File: config.mk
export PLATFORM = sky130hd
export DESIGN_NAME = ram_dma
export DESIGN_NICKNAME = d
export VERILOG_FILES = /design/src/rtl/ram_dma.sv
export SDC_FILE = /design/constraint.sdc
export NUM_CORES = 1
export LEC_CHECK = 0
export ABC_AREA = 1
export BUFFER_PORTS_ARGS = -buffer_cell sky130_fd_sc_hd__buf_4
export CORE_ASPECT_RATIO = 0.75
export CORE_MARGIN = 2
export CORE_UTILIZATION = 35
export CTS_BUF_LIST = sky130_fd_sc_hd__clkbuf_4 sky130_fd_sc_hd__clkbuf_8
export DETAILED_ROUTE_END_ITERATION = 7
export HOLD_SLACK_MARGIN = 0.1
export RECOVER_POWER = 50
export SLEW_MARGIN = 20
export SYNTH_ARGS = -nofsm -noshare
export SYNTH_HDL_FRONTEND = slang
export SYNTH_SLANG_ARGS = --single-unit
File: constraint.sdc
create_clock -name clk -period 1.6 [get_ports clk]
set_input_delay 0.32 -clock clk [delete_from_list [all_inputs] [get_ports clk]]
set_output_delay 0.32 -clock clk [all_outputs]
set_load 0.02 [all_outputs]
File: src/rtl/ram_dma.sv
// ram_dma: word-by-word RAM-to-RAM copy engine (RD/WR ping-pong over one async-read RAM port).
// Optional FILL_EN macro adds a fill mode that writes a constant instead of copying.
module ram_dma #(
    parameter int ADDR_W = 14,
    parameter int DATA_W = 16
) (
    input  logic              clk,
    input  logic              reset_n,
    input  logic              start,
    input  logic [ADDR_W-1:0] src_addr,
    input  logic [ADDR_W-1:0] dst_addr,
    input  logic [ADDR_W:0]   length,
`ifdef FILL_EN
    input  logic              fill_mode,
    input  logic [DATA_W-1:0] fill_value,
`endif
    output logic              busy,
    output logic              done,
    output logic [ADDR_W-1:0] mem_address,
    output logic [DATA_W-1:0] mem_in,
    output logic              mem_load,
    input  logic [DATA_W-1:0] mem_out
);
    typedef enum logic [1:0] {IDLE, RD, WR, FIN} state_t;
    localparam logic [ADDR_W:0] CNT_ONE = (ADDR_W+1)'(1);
    state_t            state_q, state_d;
    logic [ADDR_W-1:0] src_q, src_d, dst_q, dst_d;
    logic [ADDR_W:0]   cnt_q, cnt_d;
    logic [DATA_W-1:0] buf_q, buf_d;
`ifdef FILL_EN
    logic              fill_q, fill_d;
`endif
    always_ff @(posedge clk) begin
        if (!reset_n) begin
            state_q <= IDLE;
            src_q   <= '0;
            dst_q   <= '0;
            cnt_q   <= '0;
            buf_q   <= '0;
`ifdef FILL_EN
            fill_q  <= 1'b0;
`endif
        end else begin
            state_q <= state_d;
            src_q   <= src_d;
            dst_q   <= dst_d;
            cnt_q   <= cnt_d;
            buf_q   <= buf_d;
`ifdef FILL_EN
            fill_q  <= fill_d;
`endif
        end
    end
    always_comb begin
        state_d = state_q;
        src_d   = src_q;
        dst_d   = dst_q;
        cnt_d   = cnt_q;
        buf_d   = buf_q;
`ifdef FILL_EN
        fill_d  = fill_q;
`endif
        case (state_q)
            IDLE: if (start) begin
                src_d   = src_addr;
                dst_d   = dst_addr;
                cnt_d   = length;
                state_d = (length == '0) ? FIN : RD;
`ifdef FILL_EN
                fill_d  = fill_mode;
                if (fill_mode) begin
                    buf_d   = fill_value;
                    state_d = (length == '0) ? FIN : WR;
                end
`endif
            end
            RD: begin
                buf_d   = mem_out;
                src_d   = src_q + ADDR_W'(1);
                state_d = WR;
            end
            WR: begin
                dst_d   = dst_q + ADDR_W'(1);
                cnt_d   = cnt_q - CNT_ONE;
                state_d = (cnt_q == CNT_ONE) ? FIN : RD;
`ifdef FILL_EN
                if (fill_q && cnt_q != CNT_ONE) state_d = WR;
`endif
            end
            default: state_d = IDLE;
        endcase
    end
    // Write enable is gated by reset so the edge that aborts a transfer never commits a word.
    assign busy        = (state_q != IDLE);
    assign done        = (state_q == FIN);
    assign mem_load    = (state_q == WR) && reset_n;
    assign mem_address = (state_q == RD) ? src_q : (state_q == WR) ? dst_q : '0;
    assign mem_in      = (state_q == WR) ? buf_q : '0;
endmodule
Word level (Yosys, flattened, before mapping)
Cells that the tools add are included.
{"block": "word_totals", "elab_cells": 34, "out_inout_bits": 33, "ff_bits": 61}
{"block": "classes", "eq_ne": 5, "n_mux": 13, "reduce_logical": 8, "n_addsub": 3}
{"cell": "$mux W14", "count": 4}
{"cell": "$pmux W14 S2", "count": 2}
{"cell": "$pmux W15 S2", "count": 1}
{"cell": "$add A14 B1 Y14 const B", "count": 2}
{"cell": "$mux W16", "count": 1}
{"cell": "$eq A15 B1 Y1 const B", "count": 1}
{"cell": "$logic_not A15 Y1", "count": 1}
{"cell": "$mux W15", "count": 1}
{"cell": "$sub A15 B1 Y15 const B", "count": 1}
{"cell": "$mux W2", "count": 3}
{"cell": "$pmux W2 S3", "count": 1}
{"cell": "$reduce_bool A2 Y1", "count": 3}
{"cell": "$eq A2 B2 Y1 const B", "count": 2}
{"cell": "$reduce_and A2 Y1", "count": 2}
{"cell": "$eq A2 B1 Y1 const B", "count": 1}
{"cell": "$logic_not A2 Y1", "count": 1}
{"cell": "$ne A2 B2 Y1 const B", "count": 1}
{"cell": "$logic_and A1 B1 Y1", "count": 1}

Logic depth before layout (Yosys ltp)
Gate-level depths: netlist of run 1.
{"block": "logic_depth", "depth_word": 4, "depth_mapped": 10, "mapped_depth_nobuf": 10}

Least setup slack after synthesis of run 1
No wires, ideal clock.
{"block": "synth_path", "path_kind": "flip-flop to output port", "startpoint": "reg state_q[1]", "endpoint": "out mem_address[3]", "path_slack_ns": -0.210, "stages_incl_launch_ff": 7, "arrival_time_ns": 1.490, "path_cell_list": "dfxtp_1 -> inv_2 -> nor2_4 -> inv_2 -> buf_4 -> buf_2 -> o21ai_0"}
{"block": "synth_via", "elab_chain_cells": 3}
{"item": "start: declaration", "line_no": "26", "source": "state_t state_q, state_d;"}
{"item": "start signal: assignment", "line_no": "44", "source": "state_q <= state_d;"}
{"item": "$eq A2 B2 Y1", "line_no": "97", "source": "assign mem_address = (state_q == RD) ? src_q : (state_q == WR) ? dst_q : '0;"}
{"item": "$mux W14", "line_no": "97"}
{"item": "$mux W14 (*)", "line_no": "97"}
{"item": "end: declaration", "line_no": "19", "source": "output logic [ADDR_W-1:0] mem_address,"}
Mark *: on every way between the ends. The rest lies on a longest branch, timed or not.

Worst setup path after layout of run 1
{"block": "layout_path", "startpoint": "reg state_q[0]", "endpoint": "out mem_address[7]"}
Same word-level chain as after synthesis.

==> qor.yml, run 1 <==
grtUsageTotal_pct: 22.62
end_kind: "output pin"
place_congestion: 0.8949
finalSetupViolCount: 36
drive_gt1_share_pct: 27.03
ioPinCount: 95
rsz0062_at_grt: "true"
timing.final.crit_share_pct: 113.0
seq_area_sq_um: 1227
layout.nets: 801
die_w_um: 123.6
min_to: "dst_q[0]$_SDFFE_PN0P_"
cp_slowest_cell: "dfxtp_2"
reg2reg_from: "state_q[0]$_SDFFE_PN0P_"
required_ps: 1280
antenna_cells: 0
row_count: 32
min_from: "dst_addr[0]"
synthAdderAreaFrac_pct: 1.333
max_freq_mhz: 552.9
cts_tree: "done"
ys_warn_count: 0
yosysUniqueCellTypes: 29
synth_compound_area_share_pct: 20.53
p_leak_nw: 2.397
maxSlewViolCount: 0
dieHeight_um: 93.70
final_antenna_net_count: 0
path_clk_slew_ps: 70
syn_area_sq_um: 3755
ff2ff_path_depth: 8
status: "finished, violations left"
initial_core_util_pct: 36.21
rrSetupSlack_ps: -30
cts_hold_buf: 0
syn_nets: 680
dp_slack_ps: -78.10
path_cells: "buf_6 > nor2_4 > inv_4 > buf_8 > o22ai_4 > buf_6"
area_growth_pct: 43.52
crit_family: "buffers and inverters"
cts-root-buf: "clkbuf_8"
drc: 0
peakVddDrop_uv: 444.9
fill_cells: 1027
numPortBuffers: 94
synth_top_family_by_area: "simple AND/OR/NAND/NOR gates"
antenna_found_initial: 0
grt.overflow.total: 0
grt_first_pass_wirelength_um: 20190
finalWirelength_um: 12640
wire_per_inst_um: 14.43
maxCapViolCount: 0
violations: "setup timing"
hold_depth: 3
grt_start_max_net_pins: 45
worst_clock_skew_ps: 8.387
ys.flop_type: "dfxtp_1"
hold_viol: 0
synth_seq_area_share_pct: 32.52
tightest_slew_ps: 438.1
grt_pass1_vias: 4169
clkSinkCount: 61
die_area_sq_um: 11580
ys_ff_latch: 61
cp-start-kind: "flop"
htreeDepth: 3
timing.final.ws_setup_ps: -208.6
async_flop_share_pct: 0
r2r-end: "cnt_q[0]$_SDFFE_PN0P_"
cp_common_cell: "buf_6"
critical_path_class: "reg -> out"
holdWs_ps: 222.5
worstPathArrival_ps: 1490
multi_input_area_sq_um: 2202
clk_latency_ps: 360
core_area_sq_um: 10370
crit_path_max_incr_delay_ps: 330
slew_headroom_pct: 70.79
crit_buf_inv: 4
hold_path_class: "in -> reg"
cts_buffer_depth: 2
synth_edf_count: 0
powerDensity_nw_per_um2: 893.5
critical_path.max_fanout: 8
drtPass1Iterations: 6
hpwl_um: 8959
cts_made_buffers: 9
synth-simple-area-share_pct: 31.49
vias: 4437
synthCells: 614
synth.area.mux_share_pct: 0
post_drt_via_cell_ratio: 5.065
post-route-min-period_ps: 1809
drt_iter0_markers: 329
yosys.area_share.xor_xnor_pct: 0.6998
syn_avg_cell_area_sq_um: 6.115
-- how the worst max path moves through the flow --
stage | start | endpoint | slack [ps] | depth (start not counted)
after global placement | state_q[1]$_SDFFE_PN0P_ | src_q[7]$_SDFFE_PN0P_ | -50 | 8
after detailed placement | state_q[1]$_SDFFE_PN0P_ | src_q[7]$_SDFFE_PN0P_ | -80 | 8
after CTS | state_q[0]$_SDFFE_PN0P_ | mem_address[7] | -210 | 6
final | state_q[0]$_SDFFE_PN0P_ | mem_address[7] | -210 | 6
after floorplan | state_q[0]$_SDFFE_PN0P_ | mem_address[0] | -140 | 7
after global routing | state_q[0]$_SDFFE_PN0P_ | mem_address[7] | -270 | 6
-- cell usage after synthesis (5+ instances only) --
library cell / count / area (sq um)
nand2_1: 129 / 484.2
nor2_1: 86 / 322.8
inv_1: 85 / 319.1
o21ai_0: 65 / 325.3
dfxtp_1: 61 / 1221
nand3_1: 51 / 255.2
a21oi_1: 41 / 205.2
o22ai_1: 14 / 87.58
buf_2: 13 / 65.06
clkbuf_1: 9 / 33.78
nor3_1: 8 / 40.04
a31oi_1: 7 / 43.79
o211ai_1: 5 / 37.54
-- flip-flops by register name, indices dropped and copies added, names as in the netlist --
| signal | flops |
|---|---|
| state_q | 2 |
| cnt_q | 15 |
| src_q | 14 |
| dst_q | 14 |
| buf_q | 16 |
-- what timing repair did --
action / 4_1_cts / 5_1_grt
gates resized for setup: 60 / 23
pin swaps: 5 / 5
setup buffers: 10 / 5
cloned: 1 / 0
endpoints found under the setup margin: 60 / 67
-- per-stage QoR --
| stage | TNS, ps | cells | util [%] | area [sq um] | power (mW) |
|---|---|---|---|---|---|
| 6_report | -4339 | 876 | 51.97 | 5389 | 4.815 |
| 5_1_grt | -9005 | 876 | 51.97 | 5389 | 5.103 |
| 4_1_cts | -4609 | 871 | 51.11 | 5300 | 4.789 |
| 3_5_place_dp | -696.9 | 844 | 45.64 | 4733 | 3.109 |
| 3_3_place_gp | -69.65 | 844 | 45.64 | 4733 | 3.084 |
| 2_1_floorplan | -2768 | 614 | - | 3781 | 2.640 |
-- worst register-to-register path: cells and delay by family (launching register included) --
| kind | cells | cell delay [ps] |
|---|---|---|
| compound gates | 2 | 270 |
| flops | 1 | 330 |
| simple gates | 3 | 490 |
| buf+inv | 3 | 430 |
-- final cells by class --
cell class,instances,share of cell area (%)
Inverter,90,6.617
Tap cell,136,3.158
Sequential cell,61,22.78
Clock buffer,9,2.299
Timing Repair Buffer,139,22.61
Multi-Input combinational cell,434,40.86
Clock inverter,7,1.672
-- power breakdown --
part | internal, mW | switching (mW) | total (mW)
combinational | 0.607 | 0.855 | 1.46
sequential | 1.69 | 0.137 | 1.82
clock | 0.867 | 0.662 | 1.53
total | 3.16 | 1.65 | 4.82
-- kinds of logic after synthesis --
logic type,after synthesis
adder cells (fa/ha/maj),4
buffers and inverters,119
AND/OR/NAND/NOR,285
XOR/XNOR,3
AO/OA/AOI/OAI,142
flip-flops,61
-- per-layer routing --
metal	track usage (%)	vias up	part of all wire, %
met5	0	-	0
met4	6.439	0	1.1
met3	6.129	10	7.2
met2	34.66	174	45
met1	31.07	2015	47
li1	-	2238	-
-- cell usage in the layout (no fill, tap or decap), types with 5 or more instances in the layout --
cell type,count
nor2_4,9
buf_4,110
dfxtp_1,58
nand3_1,51
a31oi_1,7
nor2_2,11
o22ai_1,7
buf_6,20
nor2_1,70
clkbuf_8,9
nor3_1,8
o21ai_1,8
o211ai_1,5
nand2_1,127
inv_1,83
o21ai_0,57
a21oi_1,40
Power figures use the tool's default switching activity.
==> inputs of run 2 (changes only) <==
Settings changed: ABC_AREA 1 to default, CORE_MARGIN 2 to 10.
==> run 2 against run 1 <==
  * The run still ends with setup timing left
  * Worst setup slack gained 24 ps
  * Die area rose by 24%
  * Fmax up 1.4%
  * Critical path depth is the same
  * Largest power group unchanged
  * Highest routed layer unchanged
==> qor.yml, run 2 <==
htreeDepth: 3  # unchanged
ys_ff_latch: 61  # unchanged
drc: 0  # unchanged
clock_power_share_pct: 32.8  # +1.0 points
cts_buffer_depth: 2  # unchanged
row_count: 31  # -3.1%
p_leak_nw: 2.218  # -7.5%
maxSlewViolCount: 0  # unchanged
status: "finished, violations left"
post-route-min-period_ps: 1784  # -24.48 ps
syn_nets: 509  # -25%
tightest_slew_ps: 410.7  # -27.36 ps
drt_iter0_markers: 363  # +10%
cp-start-kind: "flop"
yosysUniqueCellTypes: 70  # +140%
switching_share_pct: 30.71  # -3.6 points
violations: "setup timing"
timing.final.crit_share_pct: 111.5  # -1.5 points
clkSinkCount: 61  # unchanged
area_growth_pct: 56.90
power_frac_seq_pct: 40.6  # +2.7 points
timing.final.ws_setup_ps: -184.1  # +24.48 ps
wire_per_inst_um: 18.66  # +29%
antenna_found_initial: 0  # unchanged
combinationalPowerShare_pct: 26.7  # -3.7 points
finalSetupViolCount: 44  # +22%
cts_made_buffers: 9  # unchanged
yosysTopAreaCell: "dfxtp_1"
clk_latency_ps: 350  # about the same
antenna_cells: 0  # unchanged
worstPathArrival_ps: 1460  # -30 ps
synthCells: 443  # -28%
synth_seq_area_share_pct: 34.97  # +2.4 points
yosys.cell_count.top_type: "nand2_1"
grt_start_max_net_pins: 33  # -27%
die_area_sq_um: 14410  # +24%
ioPinCount: 95  # unchanged
cts-root-buf: "clkbuf_8"
drtPass1Iterations: 6  # unchanged
vias: 4097  # -7.7%
place_congestion: 0.8753  # -2.2%
switchingPower_mw: 1.328  # -20%
die_w_um: 135.3  # +9.5%
core_area_sq_um: 9697  # -6.5%
syn_avg_cell_area_sq_um: 7.883  # +29%
fill_cells: 885  # -14%
post_drt_via_cell_ratio: 5.628  # +11%
drive_gt1_share_pct: 43.62  # +17 points
grt_first_pass_wirelength_um: 20580  # +1.9%
mostFrequentLayoutCells: "buf_4, nand2_1, dfxtp_1"
ys.flop_type: "dfxtp_1"
worst_clock_skew_ps: 5.338  # -3.048 ps
powerDensity_nw_per_um2: 789.1  # -12%
biggestRegsByFlops: "buf_q x16, cnt_q x15"
numPortBuffers: 94  # unchanged
cts_hold_buf: 0  # unchanged
largest_register_ffs: 16  # unchanged
hpwl_um: 9822  # +9.6%
async_flop_share_pct: 0  # unchanged
layout.nets: 657  # -18%
synth_edf_count: 0  # unchanged
critical_path.max_fanout: 11  # +3
grt.overflow.total: 0  # unchanged
largest-register: "buf_q"
final_antenna_net_count: 0  # unchanged
synth_top_cell_area_share_pct: 34.97  # +2.4 points
critical_path_class: "reg -> out"
grt_pass1_vias: 3885  # -6.8%
initial_core_util_pct: 36.01  # -0.20 points
cts_tree: "done"
maxCapViolCount: 0  # unchanged
path_clk_slew_ps: 70  # about the same
rsz0062_at_grt: "true"
finalWirelength_um: 13580  # +7.5%
max_freq_mhz: 560.5  # +1.4%
ys_warn_count: 0  # unchanged
required_ps: 1280  # about the same
dieHeight_um: 106.5  # +14%
final_common_cell: "buf_4"
hold_viol: 0  # unchanged
peakVddDrop_uv: 452.5  # +1.7%
end_kind: "output pin"
power.total_mw: 4.324  # -10%
syn_area_sq_um: 3492  # -7.0%
slew_headroom_pct: 72.37  # +1.6 points
finalSetupTns_ps: -3747  # +591.3 ps
grtUsageTotal_pct: 17.82  # -4.8 points
synth_common_cells: "nand2_1, dfxtp_1, a21oi_1"
hold_path_class: "in -> reg"
internal_power_mw: 2.996  # -5.2%
synth_area_leaders: "dfxtp_1, nand2_1, a21oi_1, and2_1, nand3_1"
run 2: changes by cell type in the layout (fill, tap and decap cells not counted), sizes merged, moves of 8 or more:
| cell | delta |
|---|---|
| nand4 | +8 |
| buf | +29 |
| nand2 | -64 |
| nand2b | +8 |
| nand3 | -34 |
| o22ai | -11 |
| a22o | +9 |
| nor2 | -70 |
| clkbuf | +11 |
| and2 | +19 |
| inv | -77 |
| a21oi | -8 |
| o21ai | -53 |
run 2: repair_timing:
| item | in CTS | in global routing |
|---|---|---|
| setup buffers | 12 | 8 |
| gates resized for setup | 68 | 60 |
| endpoints found under the setup margin | 34 | 53 |
| gates cloned | 1 | 0 |
| pin swaps | 10 | 24 |
run 2: path summary, 6_finish.rpt:
kind,endpoint,slack (ps),depth (start not counted),from
setup / recovery,mem_address[6],-180,6,state_q[1]$_SDFFE_PN0P_
hold / removal,buf_q[15]$_SDFFE_PN0P_,210,3,mem_out[15]
setup reg to reg,src_q[11]$_SDFFE_PN0P_,-130,7,state_q[1]$_SDFFE_PN0P_
hold reg to reg,buf_q[7]$_SDFFE_PN0P_,460,2,buf_q[7]$_SDFFE_PN0P_
run 2: critical path, stage by stage (launching register included):
cell	delay [ps]
dfxtp_2	330
buf_6	130
nor2b_4	160
buf_12	150
nand2_2	100
o21ai_2	90
buf_6	140
run 2: final cells by class:
| type | instances | area, sq um | area share [%] |
|---|---|---|---|
| Multi-Input combinational cell | 335 | 2312 | 42.20 |
| Inverter | 12 | 47.55 | 0.8678 |
| Clock buffer | 16 | 201.4 | 3.677 |
| Timing Repair Buffer | 172 | 1516 | 27.68 |
| Tap cell | 132 | 165.2 | 3.014 |
| Sequential cell | 61 | 1236 | 22.56 |
run 2: metrics by stage:
step                      std cells  setup WS (ps)  area [sq um]  utilization, %  hold slack, ps
final                           728         -184.1          5479           56.50           214.7
after global routing            728         -228.1          5479           56.50           213.7
after CTS                       721         -163.9          5241           54.05           201.4
after detailed placement        692          6.636          4683           48.30           444.7
after global placement          692          57.86          4683           48.30           437.4
after floorplan                 443          3.302          3520               -           431.7
run 2: kinds of logic (layout without fill, tap and decap cells):
group | Yosys count | after routing | synth area share (%)
buf+inv | 47 | 200 | 6.055
fa+ha+maj | 4 | 4 | 1.433
xor+xnor | 4 | 4 | 1.003
flops | 61 | 61 | 34.97
compound gates | 135 | 135 | 27.12
mux | 5 | 5 | 1.541
simple gates | 187 | 187 | 27.88
run 2: power by group through the flow:
stage	Clock, mW	Sequential, mW	Combinational, mW
global route	1.51	1.77	1.24
global placement	0	1.77	0.962
finish	1.42	1.75	1.15
floorplan	0	1.75	0.514
CTS	1.44	1.74	1.07
detailed placement	0	1.77	0.972
run 2: metal layers:
layer  share of wire, %  vias to the layer above  global-route usage, %
li1                   -                     1950                      -
met1                 44                     1970                  24.19
met2                 46                      156                  26.06
met3                8.5                       21                  5.786
met4                1.5                        0                  5.445
met5                  0                        -                      0
